## config.mk

```make
export PLATFORM = sky130hd
export DESIGN_NAME = video_timing_gen
export DESIGN_NICKNAME = d
export VERILOG_FILES = /design/src/rtl/video_timing_gen_pkg.sv /design/src/rtl/video_timing_gen_wrap.sv /design/src/rtl/video_timing_gen.sv
export SDC_FILE = /design/constraint.sdc
export NUM_CORES = 1
export LEC_CHECK = 0
export CAP_MARGIN = 30
export CORE_UTILIZATION = 50
export CTS_CLUSTER_DIAMETER = 40
export DETAILED_ROUTE_END_ITERATION = 7
export PLACE_DENSITY = 0.9
export SYNTH_ARGS = -nofsm -noshare
export SYNTH_HDL_FRONTEND = slang
export SYNTH_SLANG_ARGS = --single-unit
```

## constraint.sdc

```tcl
create_clock -name pixel_clk -period 2.77 [get_ports pixel_clk]
set_input_delay 0.277 -clock pixel_clk [delete_from_list [all_inputs] [get_ports pixel_clk]]
set_output_delay 0.277 -clock pixel_clk [all_outputs]
set_load 0.1 [all_outputs]
```

## src/rtl/video_timing_gen_pkg.sv

```systemverilog
// Shared raster timing constants and position types for the 640x480@60 video path.
package video_timing_gen_pkg;

  localparam int unsigned COORD_W     = 10;

  localparam int unsigned H_VISIBLE   = 640;
  localparam int unsigned H_FRONT     = 16;
  localparam int unsigned H_SYNC      = 96;
  localparam int unsigned H_BACK      = 48;

  localparam int unsigned V_VISIBLE   = 480;
  localparam int unsigned V_FRONT     = 10;
  localparam int unsigned V_SYNC      = 2;
  localparam int unsigned V_BACK      = 33;

  localparam logic        SYNC_ACTIVE = 1'b0;

  localparam int unsigned H_TOTAL     = H_VISIBLE + H_FRONT + H_SYNC + H_BACK;
  localparam int unsigned V_TOTAL     = V_VISIBLE + V_FRONT + V_SYNC + V_BACK;

  typedef struct packed {
    logic [COORD_W-1:0] x;
    logic [COORD_W-1:0] y;
  } pixel_pos_t;

  // Half-open window test [lo, hi) used for the sync pulse placement.
  function automatic logic in_window(input logic [COORD_W-1:0] v,
                                     input logic [COORD_W-1:0] lo,
                                     input logic [COORD_W-1:0] hi);
    return (v >= lo) && (v < hi);
  endfunction

endpackage

```

## src/rtl/video_timing_gen_wrap.sv

```systemverilog
// Modulo-(MAX+1) counter. Clear parks the count on MAX so the following
// advance lands on 0; the advance value is exposed combinationally.
module wrap_counter #(
  parameter int unsigned WIDTH = 10,
  parameter int unsigned MAX   = 799
) (
  input  logic             clk,
  input  logic             en,
  input  logic             clear,
  output logic [WIDTH-1:0] count,
  output logic [WIDTH-1:0] next_count,
  output logic             wrap
);

  localparam logic [WIDTH-1:0] MAX_V = WIDTH'(MAX);
  localparam logic [WIDTH-1:0] ONE_V = WIDTH'(1);

  logic [WIDTH-1:0] count_r;

  // Advance value and terminal-count flag, independent of en.
  always_comb begin
    wrap       = (count_r == MAX_V);
    next_count = wrap ? {WIDTH{1'b0}} : (count_r + ONE_V);
  end

  // Count register: clear has priority, otherwise advance when enabled.
  always_ff @(posedge clk) begin
    if (clear) begin
      count_r <= MAX_V;
    end else if (en) begin
      count_r <= next_count;
    end else begin
      count_r <= count_r;
    end
  end

  assign count = count_r;

endmodule

```

## src/rtl/video_timing_gen.sv

```systemverilog
// Raster timing generator: current/look-ahead coordinates, sync strobes,
// visible-area flags, line/frame pulses and a frame counter.
module video_timing_gen #(
  parameter int unsigned H_VISIBLE   = video_timing_gen_pkg::H_VISIBLE,
  parameter int unsigned H_FRONT     = video_timing_gen_pkg::H_FRONT,
  parameter int unsigned H_SYNC      = video_timing_gen_pkg::H_SYNC,
  parameter int unsigned H_BACK      = video_timing_gen_pkg::H_BACK,
  parameter int unsigned V_VISIBLE   = video_timing_gen_pkg::V_VISIBLE,
  parameter int unsigned V_FRONT     = video_timing_gen_pkg::V_FRONT,
  parameter int unsigned V_SYNC      = video_timing_gen_pkg::V_SYNC,
  parameter int unsigned V_BACK      = video_timing_gen_pkg::V_BACK,
  parameter logic        SYNC_ACTIVE = video_timing_gen_pkg::SYNC_ACTIVE
) (
  input  logic       pixel_clk,
  input  logic       reset_n,
  input  logic       pix_en,
  output logic [9:0] pixel_x,
  output logic [9:0] pixel_y,
  output logic [9:0] next_pixel_x,
  output logic [9:0] next_pixel_y,
  output logic       hsync,
  output logic       vsync,
  output logic       video_on,
  output logic       next_video_on,
  output logic       line_start,
  output logic       frame_start,
  output logic [7:0] frame_count
);

  import video_timing_gen_pkg::*;

  localparam int unsigned H_TOTAL = H_VISIBLE + H_FRONT + H_SYNC + H_BACK;
  localparam int unsigned V_TOTAL = V_VISIBLE + V_FRONT + V_SYNC + V_BACK;

  // The coordinate counters are 10 bits wide.
  if ((H_TOTAL > 1024) || (V_TOTAL > 1024)) begin : g_bad_totals
    $error("video_timing_gen: H_TOTAL/V_TOTAL exceed 10-bit counter range");
  end

  localparam logic [9:0] H_VIS_V     = 10'(H_VISIBLE);
  localparam logic [9:0] V_VIS_V     = 10'(V_VISIBLE);
  localparam logic [9:0] HS_START_V  = 10'(H_VISIBLE + H_FRONT);
  localparam logic [9:0] HS_END_V    = 10'(H_VISIBLE + H_FRONT + H_SYNC);
  localparam logic [9:0] VS_START_V  = 10'(V_VISIBLE + V_FRONT);
  localparam logic [9:0] VS_END_V    = 10'(V_VISIBLE + V_FRONT + V_SYNC);

  logic       clear_s;
  logic       v_en_s;
  logic       h_wrap_s;
  logic       v_wrap_s;
  logic [9:0] x_s;
  logic [9:0] y_s;
  logic [9:0] x_inc_s;
  logic [9:0] y_inc_s;
  pixel_pos_t next_pos_s;
  logic       next_vis_s;
  logic       next_hsync_s;
  logic       next_vsync_s;
  logic       next_line_s;
  logic       next_frame_s;

  logic       hsync_r;
  logic       vsync_r;
  logic       video_on_r;
  logic       line_start_r;
  logic       frame_start_r;
  logic [7:0] frame_count_r;

  assign clear_s = ~reset_n;
  assign v_en_s  = pix_en & h_wrap_s;

  wrap_counter #(.WIDTH(10), .MAX(H_TOTAL - 1)) u_h_counter (
    .clk        (pixel_clk),
    .en         (pix_en),
    .clear      (clear_s),
    .count      (x_s),
    .next_count (x_inc_s),
    .wrap       (h_wrap_s)
  );

  wrap_counter #(.WIDTH(10), .MAX(V_TOTAL - 1)) u_v_counter (
    .clk        (pixel_clk),
    .en         (v_en_s),
    .clear      (clear_s),
    .count      (y_s),
    .next_count (y_inc_s),
    .wrap       (v_wrap_s)
  );

  // Position after the next enabled edge and the flags it implies; reset
  // parks the counters on the last pixel, so this reads (0,0) during reset.
  always_comb begin
    next_pos_s.x = x_inc_s;
    next_pos_s.y = h_wrap_s ? y_inc_s : y_s;
    next_vis_s   = (next_pos_s.x < H_VIS_V) && (next_pos_s.y < V_VIS_V);
    next_hsync_s = in_window(next_pos_s.x, HS_START_V, HS_END_V) ? SYNC_ACTIVE : ~SYNC_ACTIVE;
    next_vsync_s = in_window(next_pos_s.y, VS_START_V, VS_END_V) ? SYNC_ACTIVE : ~SYNC_ACTIVE;
    next_line_s  = (next_pos_s.x == 10'd0);
    next_frame_s = next_line_s && (next_pos_s.y == 10'd0);
  end

  // Flags registered from the next position so they line up with the counters.
  always_ff @(posedge pixel_clk) begin
    if (!reset_n) begin
      hsync_r       <= ~SYNC_ACTIVE;
      vsync_r       <= ~SYNC_ACTIVE;
      video_on_r    <= 1'b0;
      line_start_r  <= 1'b0;
      frame_start_r <= 1'b0;
      frame_count_r <= 8'hFF;
    end else if (pix_en) begin
      hsync_r       <= next_hsync_s;
      vsync_r       <= next_vsync_s;
      video_on_r    <= next_vis_s;
      line_start_r  <= next_line_s;
      frame_start_r <= next_frame_s;
      frame_count_r <= next_frame_s ? (frame_count_r + 8'd1) : frame_count_r;
    end else begin
      hsync_r       <= hsync_r;
      vsync_r       <= vsync_r;
      video_on_r    <= video_on_r;
      line_start_r  <= line_start_r;
      frame_start_r <= frame_start_r;
      frame_count_r <= frame_count_r;
    end
  end

  assign pixel_x       = x_s;
  assign pixel_y       = y_s;
  assign next_pixel_x  = next_pos_s.x;
  assign next_pixel_y  = next_pos_s.y;
  assign next_video_on = next_vis_s;
  assign hsync         = hsync_r;
  assign vsync         = vsync_r;
  assign video_on      = video_on_r;
  assign line_start    = line_start_r;
  assign frame_start   = frame_start_r;
  assign frame_count   = frame_count_r;

endmodule

```

==> results.md <==
- Status: finished clean
- Share of layout cells above drive strength 1: 0.405
- Period minus WS final: 2.71 ns
- Root Driver: clkbuf_8
- Crit path launch type: flop
- Yosys top cell by area: dfxtp_1
- Clock Tree Buf Depth: 2
- Post-DP HPWL: ~4400 µm
- Ys Warns: 0
- CTS H-tree lvls: 2
- GR Util met2: 0.410
- Layout area overhead: 37.7%
- Power per standard cell area: about 800 nW/µm²
- Setup CP Type: flop to output port
- GRT Resource Usage Total: 0.253
- Post-route ant nets: 0
- Critical path, cell by cell: ha_4, and4_4, nand3_2, a21oi_1, o21ai_4, a311oi_4, buf_12
- Placeable Area: roughly 4400 µm²
- Initial antenna violation count: 0
- Initial Util: 0.527
- Reg power frac: 0.229
- I/O pins: between 50 and 60
- Yosys reg bits: 33
- Nets: between 300 and 400
- Port Buffers: between 50 and 60
- Vias in the first global route: 2,160
- Die W: approximately 70 µm
- Internal reg-to-reg setup slack: between 0.2 and 0.3 ns
- Syn_nets: 290
- CTS tree: done
- GRT overflow: 0
- Clock skew: 0.00470 ns
- Cell with the most instances after synthesis: dfxtp_1
- Final Hold Viols: 0
- Clk sinks: 33
- GR met3 Demand/Resource: 0.0534
- Routability Congestion: slightly below 0.9
- Post-route DRC: 0
- GR peak layer: met2
- Yosys top cell area share: 0.286
- Hold slack: a little under 0.5 ns
- Worst-path clk slew: 0.07 ns
- CP max stage delay: 0.41 ns
- Finish-stage setup viols: 0
- Drt first pass iters: 5
- M1 GR Usage: 0.327
- WL final: around 6400 µm
- Largest cells by area after synthesis: dfxtp_1 29%, nor2_1 4.7%, nand2_1 4.4%
- Cts hold-fix bufs: 0
- FP Rows: 24
- DR iter-0 viols: between 150 and 200
- Crit path DAT: ~2.4 ns
- Syn Inst Count: 282
- Routed vias/inst: between 6 and 7
- Relative slew slack: 0.588
- Unique masters post-synth: 69
- Syn Std Cell Area: around 2300 µm²
- DR WL/cell: roughly 17 µm
- Combinational Power Share: 0.625
- Overall power: 2540 µW
- Critical Path Fanout Max: 11
- Die height: 70.0 µm
- Type of the worst min-delay path: flop to flop
- Part of the Yosys area used for sequential elements: 0.286
- Max Fclk: about 370 MHz
- Commonest cells post-synth: 33 x dfxtp_1, 29 x nor2_1, 27 x nand2_1
- Max cap viols: 0
- Primary FF master, synth: dfxtp_1
- Critical path's slowest cell: a21oi_1
- Crit share post-route: 0.979
- Antenna cells: 0
- Maximum VDD drop: 0.582 mV
- Post-synth ARST share: 0
- Cts bufs inserted: 5
- Pin count of the biggest net entering global routing: 23
- Leakage: 0.00126 µW
- Data required, critical path: between 2 and 2.5 ns
- Switching Share: 0.547
- Vias: 2,392
- Critical Path End Type: output port
- Die Area: a little under 5000 µm²
- Int Pwr: ~1200 µW
- Unrepaired setup endpoints after global routing: true
- Final Slew Violations: 0
- Clk pwr share: 0.146
- Syn avg cell area: about 8 µm²
- Switch Pwr: ~1400 µW
- Skew-Pair Late Insertion Delay: about 0.28 ns
- First-pass GRT wire length: roughly 10,000 µm
- EDFF count, synth: 0
- Slew of the pin with the lowest slew margin: 0.614 ns
[path summary, 6_finish.rpt]
path,cells past startpoint,to,from
worst max-delay path,7,next_video_on,u_h_counter.count[0]
worst min register to register,2,frame_start,frame_start
worst max register to register,9,frame_count[2],u_h_counter.count[0]
worst min-delay path,2,frame_start,frame_start
[layout by cell type (no fill, tap or decap), types with 6 or more instances in the layout]
cell type,n
buf_4,52
nor2_1,28
nand2_1,24
nand3_1,16
o21ai_0,13
dfxtp_1,13
buf_12,11
dfxtp_4,11
a21oi_1,10
dfxtp_2,9
and3_1,7
nand4_1,6
inv_1,6
clkbuf_8,6
[routing by layer]
metal  vias to the layer above  part of all wire
li1                       1125                 -
met1                      1140              0.41
met2                       111              0.48
met3                        16             0.087
met4                         0             0.019
met5                         -                 0
[worst max-delay path: cells and delay by family (launching register included)]
family                     cells  cell delay, ns
AOI/OAI and AO/OA              3            0.87
buffers and inverters          1            0.22
adders and majority gates      1            0.20
and+or+nand+nor                2            0.46
DFF                            1            0.39
[state kept, by name, summed over array words and instances (netlist names)]
| name | flops |
|---|---|
| u_h_counter.count | 10 |
| vsync | 1 |
| u_v_counter.count | 10 |
| hsync | 1 |
| frame_start | 1 |
| frame_count | 8 |
| line_start | 1 |
| video_on | 1 |
[cell families after synthesis]
| kind of cell | after synthesis | synth area share |
|---|---|---|
| AOI/OAI and AO/OA | 64 | 0.193 |
| xor gates and xnor gates | 14 | 0.0531 |
| adders and majority gates | 5 | 0.0271 |
| buffers and inverters | 30 | 0.0861 |
| DFF | 33 | 0.286 |
| muxes | 7 | 0.0330 |
| and+or+nand+nor | 129 | 0.321 |
[final cells by class]
type / instances / area (µm²)
flip-flops and latches: 33 / 713
clock buffers: 8 / 90.1
inverters: 8 / 30.0
multi-input cells: 219 / 1650
well taps: 52 / 65.1
fillers: 309 / 1200
repair buffers: 65 / 631
[through the flow]
step                cell area [µm²]  setup TNS (ns)  cells  utilization  setup slack [ns]
floorplan                      2520           -4.22    282            -            -0.591
global placement               3010               0    372        0.686             0.264
detailed placement             3010               0    372        0.686             0.184
CTS                            3110               0    380        0.709            0.0337
global route                   3180          -0.114    385        0.725           -0.0748
finish                         3180               0    385        0.725            0.0569
[power groups by stage]
stage / Clock (µW) / Sequential [µW] / Combinational [µW]
2_1_floorplan: 0 / 760 / 1050
3_3_place_gp: 0 / 586 / 1540
3_5_place_dp: 0 / 588 / 1550
4_1_cts: 377 / 578 / 1560
5_1_grt: 401 / 589 / 1640
6_report: 370 / 583 / 1590
[repair_timing]
item,4_1_cts,5_1_grt
endpoints found under the setup margin,1,4
gates resized for setup,2,6
buffers inserted,0,5
pin swaps,0,2
No activity file was read; power rests on OpenSTA's default activity.
==> patch 1 (same flow settings) <==
Register the outputs `pixel_x`, `pixel_y`, `next_pixel_x`, `next_pixel_y` and `next_video_on`, without a reset; this adds one clock of latency there. The other outputs are not delayed to match.
--- a/src/rtl/video_timing_gen.sv
+++ b/src/rtl/video_timing_gen.sv
@@ -126,9 +126,11 @@
   end
 
-  assign pixel_x       = x_s;
-  assign pixel_y       = y_s;
-  assign next_pixel_x  = next_pos_s.x;
-  assign next_pixel_y  = next_pos_s.y;
-  assign next_video_on = next_vis_s;
+  always_ff @(posedge pixel_clk) begin
+    pixel_x       <= x_s;
+    pixel_y       <= y_s;
+    next_pixel_x  <= next_pos_s.x;
+    next_pixel_y  <= next_pos_s.y;
+    next_video_on <= next_vis_s;
+  end
   assign hsync         = hsync_r;
   assign vsync         = vsync_r;
Check against the original RTL: not equivalent (Yosys sat finds a counterexample within 4 cycles, from zero or initial values and one cycle with reset_n low).
==> patch 1 against the original RTL <==
- sequential cell count increased by 41
- routed wire length increased by 20%
- non-clock buffer count increased by 24
- design area increased by 24%
- power increased by 37%
- worst setup slack improved by 0.063 ns
- area after synthesis increased by 37%
- synthesized cell count increased by 23%
- via count increased by 19%
- sequential share of layout area increased by 15 points
- critical path type is now flop to flop
==> patch 1: results (changes against the original RTL) <==
{| class="wikitable"
! Metric !! Value
|-
| Cell with the biggest individual delay on the critical path || sky130_fd_sc_hd__or4_1 (was sky130_fd_sc_hd__a21oi_1)
|-
| Clock latency on the worst-skew pair || 0.35 ns (was 0.28 ns)
|-
| Detailed-route via count || 2855 (was 2392)
|-
| Total nets after synthesis || 354 (was 290)
|-
| Number of placed instances with taps included || 474 (was 372)
|-
| Netlist cell types || 63 (was 69)
|-
| Avg Cell Area, Syn || 9.160 µm² (was 8.190 µm²)
|-
| Deepest level of the CTS H-tree || 3 (was 2)
|-
| Sequential-to-total area share from yosys stat || 46.74% (was 28.60%)
|-
| Count of non-filler cells in the finished layout || 500 (was 385)
|-
| Top fanout value on the critical path || 10 (was 11)
|-
| Final weighted congestion in routability-driven placement || 0.9398 (was 0.8730)
|-
| CP top delay family || simple AND/OR/NAND/NOR gates (was compound AO/OA/AOI/OAI gates)
|-
| Status || finished clean (unchanged)
|-
| Actual slew at the worst max-slew pin || 0.5569 ns (was 0.6141 ns)
|-
| DRC violation total after the first TritonRoute iteration || 263 (was 167)
|-
| Area of placed instances || 3674 µm² (was 3007 µm²)
|-
| Number of nets in the layout || 428 (was 340)
|-
| Num CTS Buffers || 9 (was 5)
|-
| Vias in the first global route || 2602 (was 2160)
|-
| Arrival time of data at the critical path endpoint || 2.89 ns (was 2.44 ns)
|-
| Number of sinks on the clock net || 74 (was 33)
|-
| Number of cells on the worst hold path || 0 (was 2)
|-
| Hpwl dp || 5.367 mm (was 4.399 mm)
|-
| Layout Skew || 0.008894 ns (was 0.004701 ns)
|}
==> patch 1: repair_timing <==
action	CTS	global route
gates resized for setup	0	6
endpoints found under the setup margin	0	6
buffers inserted	0	10
==> patch 1: where the power goes <==
| part | total, mW | leakage (nW) | internal, mW | switching [mW] |
|---|---|---|---|---|
| combinational | 1.44 | 1.03 | 0.370 | 1.07 |
| sequential | 1.25 | 0.606 | 1.18 | 0.0605 |
| clock | 0.802 | 0.0893 | 0.413 | 0.389 |
==> patch 1: layout make-up <==
class                           instances  area (µm²)  area share [%]
Multi-Input combinational cell        230        1443           36.59
Inverter                               16       60.06           1.523
Clock buffer                           11       131.4           3.332
Clock inverter                          5       55.05           1.396
Sequential cell                        74        1486           37.70
Tap cell                               75       93.84           2.380
Timing Repair Buffer                   89       673.1           17.07
==> patch 1: final timing paths <==
kind                        startpoint    endpoint  slack, ns
hold / removal    u_h_counter.count[9]  pixel_x[9]       0.40
setup / recovery  u_h_counter.count[6]    video_on       0.12
hold reg to reg   u_h_counter.count[9]  pixel_x[9]       0.40
setup reg to reg  u_h_counter.count[6]    video_on       0.12
==> patch 1: cell families after synthesis <==
kind of cell / synth area share, %
compound gates: 14.37
xor+xnor: 3.316
fa+ha+maj: 1.974
buf+inv: 7.816
flops: 46.74
mux: 1.579
simple gates: 24.20
==> patch 1: worst reg2reg max path: stages, from the launching register on <==
cell and delay [ns]:
sky130_fd_sc_hd__dfxtp_2 0.37, sky130_fd_sc_hd__or3b_4 0.43, sky130_fd_sc_hd__nor4_4 0.35, sky130_fd_sc_hd__buf_4 0.18, sky130_fd_sc_hd__buf_4 0.10, sky130_fd_sc_hd__nand3_1 0.09
sky130_fd_sc_hd__xor2_1 0.19, sky130_fd_sc_hd__or4_1 0.44, sky130_fd_sc_hd__nor3b_2 0.18, sky130_fd_sc_hd__a31o_1 0.22
==> patch 1: routing by layer <==
layer  vias up  share of wire [%]  global-route usage (%)
li1       1370                  -                       -
met1      1367                 45                   34.21
met2       104                 46                   38.00
met3        14                7.1                   5.333
met4         0                1.6                   11.23
met5         -                  0                       0
==> patch 1: per-stage QoR <==
| step | setup WS [ns] | setup TNS (ns) |
|---|---|---|
| 3_5_place_dp | 0.08745 | 0 |
| 5_1_grt | -0.01220 | -0.02275 |
| 3_3_place_gp | 0.1566 | 0 |
| 6_report | 0.1198 | 0 |
| 4_1_cts | 0.05603 | 0 |
| 2_1_floorplan | 0.1179 | 0 |
==> patch 2 (same flow settings) <==
Made on the original files. `SYNC_ACTIVE`: 1'b0 -> 1'b1.
--- a/src/rtl/video_timing_gen_pkg.sv
+++ b/src/rtl/video_timing_gen_pkg.sv
@@ -14,5 +14,5 @@
   localparam int unsigned V_BACK      = 33;
 
-  localparam logic        SYNC_ACTIVE = 1'b0;
+  localparam logic        SYNC_ACTIVE = 1'b1;
 
   localparam int unsigned H_TOTAL     = H_VISIBLE + H_FRONT + H_SYNC + H_BACK;
Function: changed (a bounded check fails within 4 cycles, from zero or initial values and one cycle with reset_n low).
==> patch 2 against the original RTL <==
- the run now ends with negative setup slack left
- power grew 11%
- routed wire length grew 26%
- design area rose by 14%
- hold slack worse by 0.012 ns
- worst setup slack lost 0.14 ns
- non-clock buffer count grew 28
- via count is 15% higher
- sequential cell count is the same
- sequential power decreased by 3%
- maximum frequency fell by 5.0%
- area after synthesis fell by 1.8%
- critical path type unchanged
- highest routed layer unchanged
==> patch 2: results (changes against the original RTL) <==
{| class="wikitable"
! Metric !! Value
|-
| Status || complete, but fails checks (was finished clean)
|-
| Violations in the final reports || negative setup slack
|-
| Total nets after synthesis || 304 (was 290)
|-
| Adder-cell area share of the yosys netlist || 2.758% (was 2.709%)
|-
| Minimum setup slack in the final design || -0.08690 ns (was 0.05693 ns)
|-
| Endpoint, Worst Hold || hsync (was frame_start)
|-
| Netlist cell types || 50 (was 69)
|-
| Number of nets in the layout || 379 (was 340)
|-
| Clock network contribution to total cell area || 2.479% (was 2.832%)
|-
| Hpwl dp || 4.631 mm (was 4.399 mm)
|-
| Layout cells sized above 1 || 44.09% (was 40.54%)
|-
| Layout Skew || 0.006972 ns (was 0.004701 ns)
|-
| Cell types with the highest counts after synthesis || sky130_fd_sc_hd__nand2_1 (35), sky130_fd_sc_hd__dfxtp_1 (33), sky130_fd_sc_hd__o21ai_0 (22) (was sky130_fd_sc_hd__dfxtp_1 (33), sky130_fd_sc_hd__nor2_1 (29), sky130_fd_sc_hd__nand2_1 (27))
|-
| Routed length on met3 || 651 µm (was 561 µm)
|-
| Final weighted congestion in routability-driven placement || 0.8687 (was 0.8730)
|-
| Post-synthesis share of cell area spent on xor and xnor gates || 4.247% (was 5.309%)
|-
| Top fanout value on the critical path || 6 (was 11)
|-
| Maximum VDD drop || 0.0005837 V (was 0.0005821 V)
|-
| Hold path startpoint || hsync (was frame_start)
|-
| Cell with the biggest individual delay on the critical path || sky130_fd_sc_hd__or3b_4 (was sky130_fd_sc_hd__a21oi_1)
|-
| Met3 Use GR || 6.686% (was 5.339%)
|-
| Relative area of non-clock buffer cells in the final design || 25.62% (was 19.83%)
|-
| Actual slew at the worst max-slew pin || 0.8787 ns (was 0.6141 ns)
|-
| Sequential-to-total area share from yosys stat || 29.12% (was 28.60%)
|-
| Critical Path Start || u_h_counter.count[7] (was u_h_counter.count[0])
|-
| Count of non-filler cells in the finished layout || 424 (was 385)
|-
| Pin count of the biggest net entering global routing || 26 (was 23)
|-
| Synth Area in Compound Gates || 20.74% (was 19.34%)
|-
| Total negative setup slack || -0.3604 ns (was 0 ns)
|-
| Vias in the first global route || 2388 (was 2160)
|-
| Finish-stage setup viols || 6 (was 0)
|-
| Non-Clock Buffer Count || 93 (was 65)
|-
| CP top delay family || simple AND/OR/NAND/NOR gates (was compound AO/OA/AOI/OAI gates)
|-
| Worst reg2reg endpoint || frame_count[4] (was frame_count[2])
|-
| Total routing usage reported by global routing || 30.23% (was 25.27%)
|-
| Average vias per placed instance || 6.462 (was 6.213)
|}
patch 2: through the flow:
step | hold slack, ns | cell area [µm²] | setup WS, ns
2_1_floorplan | 0.4587 | 2521 | -0.5608
3_3_place_gp | 0.4696 | 3213 | 0.07984
3_5_place_dp | 0.4738 | 3213 | 0.01974
4_1_cts | 0.4831 | 3435 | -0.01851
5_1_grt | 0.5008 | 3633 | -0.1902
6_report | 0.4788 | 3633 | -0.08690
patch 2: logic make-up (layout without fill, tap and decap cells):
logic type,Yosys count,in the layout
simple gates,134,134
compound gates,72,72
flops,33,33
buf+inv,33,109
xor+xnor,11,11
mux,8,8
fa+ha+maj,5,5
patch 2: power breakdown:
group / internal, mW / leakage, nW / total [mW] / switching [mW]
combinational: 0.631 / 1.15 / 1.86 / 1.23
sequential: 0.505 / 0.274 / 0.565 / 0.0604
clock: 0.203 / 0.0455 / 0.399 / 0.196
